===== config.mk =====
export PLATFORM = sky130hd
export DESIGN_NAME = fifo_drain_ctrl_flat
export DESIGN_NICKNAME = d
export VERILOG_FILES = /design/src/rtl/fifo_drain_if.sv /design/src/rtl/fifo_drain_ctrl.sv /design/src/flat_wrapper.sv
export SDC_FILE = /design/constraint.sdc
export NUM_CORES = 1
export LEC_CHECK = 0
export CORE_ASPECT_RATIO = 0.9
export CORE_MARGIN = 2
export CORE_UTILIZATION = 50
export CTS_CLUSTER_DIAMETER = 60
export DETAILED_ROUTE_END_ITERATION = 7
export PLACE_DENSITY_LB_ADDON = 0.25
export SYNTH_ARGS = -nofsm -noshare
export SYNTH_HDL_FRONTEND = slang
export SYNTH_SLANG_ARGS = --single-unit

===== constraint.sdc =====
create_clock -name clk -period 3.85 [get_ports clk]
set_input_delay 0.77 -clock clk [delete_from_list [all_inputs] [get_ports clk]]
set_output_delay 0.77 -clock clk [all_outputs]
set_load 0.05 [all_outputs]

===== src/rtl/fifo_drain_if.sv =====
// ============================================================================
// fifo_drain_if : FIFO read port, valid/ready stream and flush for the drain controller
// Rev 1.0
// ============================================================================
`default_nettype none

interface fifo_drain_if #(
    parameter int DATA_W = 8
);
    logic              fifo_empty;
    logic [DATA_W-1:0] fifo_data_out;
    logic              fifo_rd_en;
    logic              m_valid;
    logic              m_ready;
    logic [DATA_W-1:0] m_data;
    logic              flush;

    // master: the drain controller; slave: FIFO plus downstream consumer
    modport master (
        input  fifo_empty, fifo_data_out, m_ready, flush,
        output fifo_rd_en, m_valid, m_data
    );

    modport slave (
        output fifo_empty, fifo_data_out, m_ready, flush,
        input  fifo_rd_en, m_valid, m_data
    );
endinterface

`default_nettype wire


===== src/rtl/fifo_drain_ctrl.sv =====
// ============================================================================
// fifo_drain_ctrl : drains a synchronous FIFO into a small buffer, re-presented as valid/ready
// Rev 1.0
// ============================================================================
`default_nettype none

module fifo_drain_ctrl #(
    parameter int DATA_W    = 8,
    parameter int BUF_DEPTH = 3,
    parameter int CNT_W     = 16
) (
    input  wire logic             clk,
    input  wire logic             rst,
    fifo_drain_if.master          bus,
    output logic [CNT_W-1:0]      drain_cnt
);

    localparam int c_ptr_w = (BUF_DEPTH > 1) ? $clog2(BUF_DEPTH) : 1;
    localparam int c_cnt_w = $clog2(BUF_DEPTH + 1);
    localparam logic [c_ptr_w-1:0] c_last_ptr = c_ptr_w'(BUF_DEPTH - 1);
    localparam logic [c_cnt_w:0]   c_depth    = (c_cnt_w + 1)'(BUF_DEPTH);

    logic [DATA_W-1:0]  r_buf [BUF_DEPTH];
    logic [c_ptr_w-1:0] r_head;
    logic [c_ptr_w-1:0] r_tail;
    logic [c_cnt_w-1:0] r_count;
    logic               r_inflight;

    logic [c_cnt_w:0]   w_occupancy;
    logic               w_rd_en;
    logic               w_valid;
    logic               w_push;
    logic               w_pop;

    function automatic logic [c_ptr_w-1:0] ptr_inc(input logic [c_ptr_w-1:0] p);
        return (p == c_last_ptr) ? '0 : p + 1'b1;
    endfunction

    // Reserving a slot for the in-flight word keeps a push from ever overflowing
    assign w_occupancy = {1'b0, r_count} + {{c_cnt_w{1'b0}}, r_inflight};
    assign w_rd_en     = !rst && !bus.flush && !bus.fifo_empty && (w_occupancy < c_depth);
    assign w_valid     = (r_count != '0);
    assign w_push      = r_inflight && !bus.flush;
    assign w_pop       = w_valid && bus.m_ready && !bus.flush;

    assign bus.fifo_rd_en = w_rd_en;
    assign bus.m_valid    = w_valid;
    assign bus.m_data     = r_buf[r_head];

    always_ff @(posedge clk) begin
        if (rst) begin
            r_head     <= '0;
            r_tail     <= '0;
            r_count    <= '0;
            r_inflight <= 1'b0;
            drain_cnt  <= '0;
        end else if (bus.flush) begin
            r_head     <= '0;
            r_tail     <= '0;
            r_count    <= '0;
            r_inflight <= 1'b0;
        end else begin
            r_inflight <= w_rd_en;
            if (w_push) begin
                r_tail <= ptr_inc(r_tail);
            end
            if (w_pop) begin
                r_head    <= ptr_inc(r_head);
                drain_cnt <= drain_cnt + 1'b1;
            end
            case ({w_push, w_pop})
                2'b10:   r_count <= r_count + 1'b1;
                2'b01:   r_count <= r_count - 1'b1;
                default: r_count <= r_count;
            endcase
        end
    end

    always_ff @(posedge clk) begin
        if (rst) begin
            for (int i = 0; i < BUF_DEPTH; i++) begin
                r_buf[i] <= '0;
            end
        end else if (w_push) begin
            r_buf[r_tail] <= bus.fifo_data_out;
        end
    end

endmodule

`default_nettype wire


===== src/flat_wrapper.sv =====
// flat-port wrapper written by rule: the top's interface ports become plain ports
module fifo_drain_ctrl_flat 
#(
    parameter int DATA_W    = 8,
    parameter int BUF_DEPTH = 3,
    parameter int CNT_W     = 16
)
  (clk, rst, drain_cnt, bus_fifo_empty, bus_fifo_data_out, bus_m_ready, bus_flush, bus_fifo_rd_en, bus_m_valid, bus_m_data);
  fifo_drain_if #(.DATA_W(DATA_W)) bus_i ();
  input  wire logic clk;
  input  wire logic rst;
  output logic [CNT_W-1:0] drain_cnt;
  input wire logic [$bits(bus_i.fifo_empty)-1:0] bus_fifo_empty;
  input wire logic [$bits(bus_i.fifo_data_out)-1:0] bus_fifo_data_out;
  input wire logic [$bits(bus_i.m_ready)-1:0] bus_m_ready;
  input wire logic [$bits(bus_i.flush)-1:0] bus_flush;
  output wire logic [$bits(bus_i.fifo_rd_en)-1:0] bus_fifo_rd_en;
  output wire logic [$bits(bus_i.m_valid)-1:0] bus_m_valid;
  output wire logic [$bits(bus_i.m_data)-1:0] bus_m_data;
  assign bus_i.fifo_empty = bus_fifo_empty;
  assign bus_i.fifo_data_out = bus_fifo_data_out;
  assign bus_i.m_ready = bus_m_ready;
  assign bus_i.flush = bus_flush;
  assign bus_fifo_rd_en = bus_i.fifo_rd_en;
  assign bus_m_valid = bus_i.m_valid;
  assign bus_m_data = bus_i.m_data;
  fifo_drain_ctrl #(.DATA_W(DATA_W), .BUF_DEPTH(BUF_DEPTH), .CNT_W(CNT_W)) u_core (.clk(clk), .rst(rst), .bus(bus_i), .drain_cnt(drain_cnt));
endmodule

==> impl_metrics.env <==
export IMPL_status="finished, final reports clean"
export IMPL_dp_hpwl_um=3070
export IMPL_min_period_ps=3223
export IMPL_synth_main_ff_cell="edfxtp_1"
export IMPL_clock_path_buffers=2
export IMPL_multi_input_area_um2=969.7
export IMPL_synth_edf_count=32
export IMPL_dp_cells=304
export IMPL_ys_top_cells_by_count="32 x edfxtp_1, 26 x and2_1, 25 x dfxtp_1"
export IMPL_synth_seq_area_share_pct=58.84
export IMPL_hp_class="reg -> reg"
export IMPL_grt_antenna_before_repair=0
export IMPL_synth_most_common_cell="edfxtp_1"
export IMPL_clk_latency_ps=330
export IMPL_clkPwrFrac_pct=50.1
export IMPL_core_area_um2=4805
export IMPL_grt_pass1_vias=1648
export IMPL_worstPathRequired_ps=3080
export IMPL_numCtsBuffers=9
export IMPL_via_count=1688
export IMPL_final_max_slew_violation_count=0
export IMPL_drive_gt1_share_pct=12.55
export IMPL_stdcell_count=320
export IMPL_critical_path_class="in -> out"
export IMPL_switching_share_pct=19.44
export IMPL_hold_violations=0
export IMPL_cts_resized=0
export IMPL_p_comb_share_pct=4.9
export IMPL_nets=267
export IMPL_num_rows=24
export IMPL_fmax_mhz=310.2
export IMPL_yosys_warnings=0
export IMPL_p_leak_nw=1.096
export IMPL_routed_wl_um=4835
export IMPL_setup_viol=0
export IMPL_fp_dieArea_um2=5548
export IMPL_grt_ovfl_total=0
export IMPL_initial_core_util_pct=51.69
export IMPL_ys_ff_latch=57
export IMPL_rsz0062_at_grt="no"
export IMPL_clk_pin_slew_ps=70
export IMPL_cts_sinks=57
export IMPL_post_cts_buffers=0
export IMPL_syn_num_nets=222
export IMPL_start_kind="input port"
export IMPL_io_pins=39
export IMPL_final_antenna_net_count=0
export IMPL_internal_power_mw=1.176
export IMPL_htree_levels=3
export IMPL_power_density_nw_per_um2=454.9
export IMPL_fin_crit_sh_pct=83.72
export IMPL_tightest_slew_ps=611.3
export IMPL_grt_first_pass_wirelength_um=7948
export IMPL_avgSynthCellArea_um2=12.12
export IMPL_power_frac_seq_pct=44.9
export IMPL_cts_tree="yes"
export IMPL_ctsRootBufferMaster="clkbuf_8"
export IMPL_maxCapViolCount=0
export IMPL_cp_max_fo=10
export IMPL_yosysUniqueCellTypes=35
export IMPL_cts_hold_buf=0
export IMPL_n_fill_cell=368
export IMPL_yosysTopAreaCellShare_pct=38.69
export IMPL_whs_ps=476.0
export IMPL_drc_errors=0
export IMPL_fin_total_pwr_mw=1.460
export IMPL_synthCells=205
export IMPL_gp_congestion=0.6937
export IMPL_syn_area_um2=2484
export IMPL_power_switching_mw=0.2839
export IMPL_io_buffer_count=38
export IMPL_skew_ps=5.348
export IMPL_first_iter_violations=122
export IMPL_track_usage_pct=19.18
export IMPL_peakVddDrop_mv=0.2702
export IMPL_routedWlPerCell_um=15.11
export IMPL_die_w_um=78.29
export IMPL_synth_area_leader_cell="edfxtp_1"
export IMPL_die_h_um=70.86
export IMPL_area_growth_pct=29.22
export IMPL_synthArstFlopShare_pct=0
export IMPL_setup_tns_ps=0
export IMPL_via_per_inst=5.275
export IMPL_end_kind="output pin"
export IMPL_seqCellArea_um2=1461
export IMPL_grt_max_degree=22
export IMPL_diodes=0
export IMPL_ys_top_cells_by_area="edfxtp_1 39%, dfxtp_1 20%, mux4_2 7.3%"
export IMPL_relSlewSlack_pct=59.14
export IMPL_arrival_ps=2450
export IMPL_first_pass_iters=4
## stage by stage
stage	util [%]	worst slack [ps]	cell area, um^2
global placement	61.43	661.7	2952
floorplan	-	133.9	2485
global route	66.80	545.0	3209
CTS	66.80	600.9	3209
finish	66.80	626.7	3209
detailed placement	61.43	593.0	2952
## state kept, by name, summed over array words and instances, names as in the netlist, named ones only
register and cells:
u_core.drain_cnt 16, u_core.r_buf 32, u_core.r_count 2, u_core.r_head 2, u_core.r_inflight 1, u_core.r_tail 2
## layer usage
| metal | share of wire [%] | track usage [%] | vias up |
|---|---|---|---|
| li1 | - | - | 847 |
| met1 | 45 | 24.66 | 784 |
| met2 | 48 | 29.89 | 46 |
| met3 | 4.9 | 4.464 | 11 |
| met4 | 2.9 | 11.50 | 0 |
| met5 | 0 | 0 | - |
## critical path, cell delays in order
cell,delay (ps)
clkdlybuf4s50_1,480
or2_1,390
a2111oi_1,600
buf_12,220
## cells by family after synthesis
group | Yosys count | share of synthesized area [%]
adder cells (fa/ha/maj) | 4 | 2.015
buffers and inverters | 12 | 2.166
multiplexers | 9 | 7.708
AO/OA/AOI/OAI | 31 | 7.053
AND/OR/NAND/NOR | 84 | 19.40
flip-flops | 57 | 58.84
XOR/XNOR | 8 | 2.821
## power groups by stage
| stage | combinational (mW) | clock, mW | sequential, mW |
|---|---|---|---|
| floorplan | 0.0411 | 0 | 0.668 |
| global placement | 0.0721 | 0 | 0.669 |
| detailed placement | 0.0728 | 0 | 0.669 |
| CTS | 0.0730 | 0.740 | 0.656 |
| global route | 0.0767 | 0.764 | 0.657 |
| finish | 0.0720 | 0.732 | 0.656 |
## final timing paths
| path | startpoint | end | slack, ps | cells after the start |
|---|---|---|---|---|
| setup / recovery | bus_flush | bus_fifo_rd_en | 630 | 4 |
| setup reg to reg | u_core.r_count[0]$_SDFFE_PP0P_ | u_core.r_count[1]$_SDFFE_PP0P_ | 1810 | 5 |
| hold reg to reg | u_core.drain_cnt[15]$_SDFFE_PP0P_ | u_core.drain_cnt[15]$_SDFFE_PP0P_ | 480 | 2 |
| hold / removal | u_core.drain_cnt[15]$_SDFFE_PP0P_ | u_core.drain_cnt[15]$_SDFFE_PP0P_ | 480 | 2 |
## layout by cell type (no fill, tap or decap)
master,instances
a2111oi_0,1
a2111oi_1,1
a21o_1,2
a21oi_1,13
and2_1,26
and4_1,1
buf_12,1
buf_4,5
bufinv_16,4
clkbuf_1,1
clkbuf_8,9
clkdlybuf4s50_1,37
clkinv_2,2
dfxtp_1,25
edfxtp_1,32
ha_1,4
inv_1,3
mux2_2,1
mux4_2,8
nand2_1,8
nand2b_1,3
nand2b_4,1
nand3_1,5
nand3b_1,1
nand4_1,3
nor2_1,13
nor3_1,2
nor3b_1,1
nor4_1,4
nor4b_1,1
o21a_1,1
o21ai_0,11
o31ai_1,2
or2_1,1
or2_2,1
or3_1,11
or4_1,2
xnor2_1,6
xor2_1,2
## final cells by class
| type | count | share of cell area (%) |
|---|---|---|
| clock buffers | 10 | 3.977 |
| clock inverters | 6 | 4.055 |
| inverters | 3 | 0.3509 |
| multi-input cells | 136 | 30.21 |
| flip-flops and latches | 57 | 45.54 |
| well taps | 65 | 2.534 |
| repair buffers | 43 | 13.33 |
No activity file was read; power rests on OpenSTA's default activity.
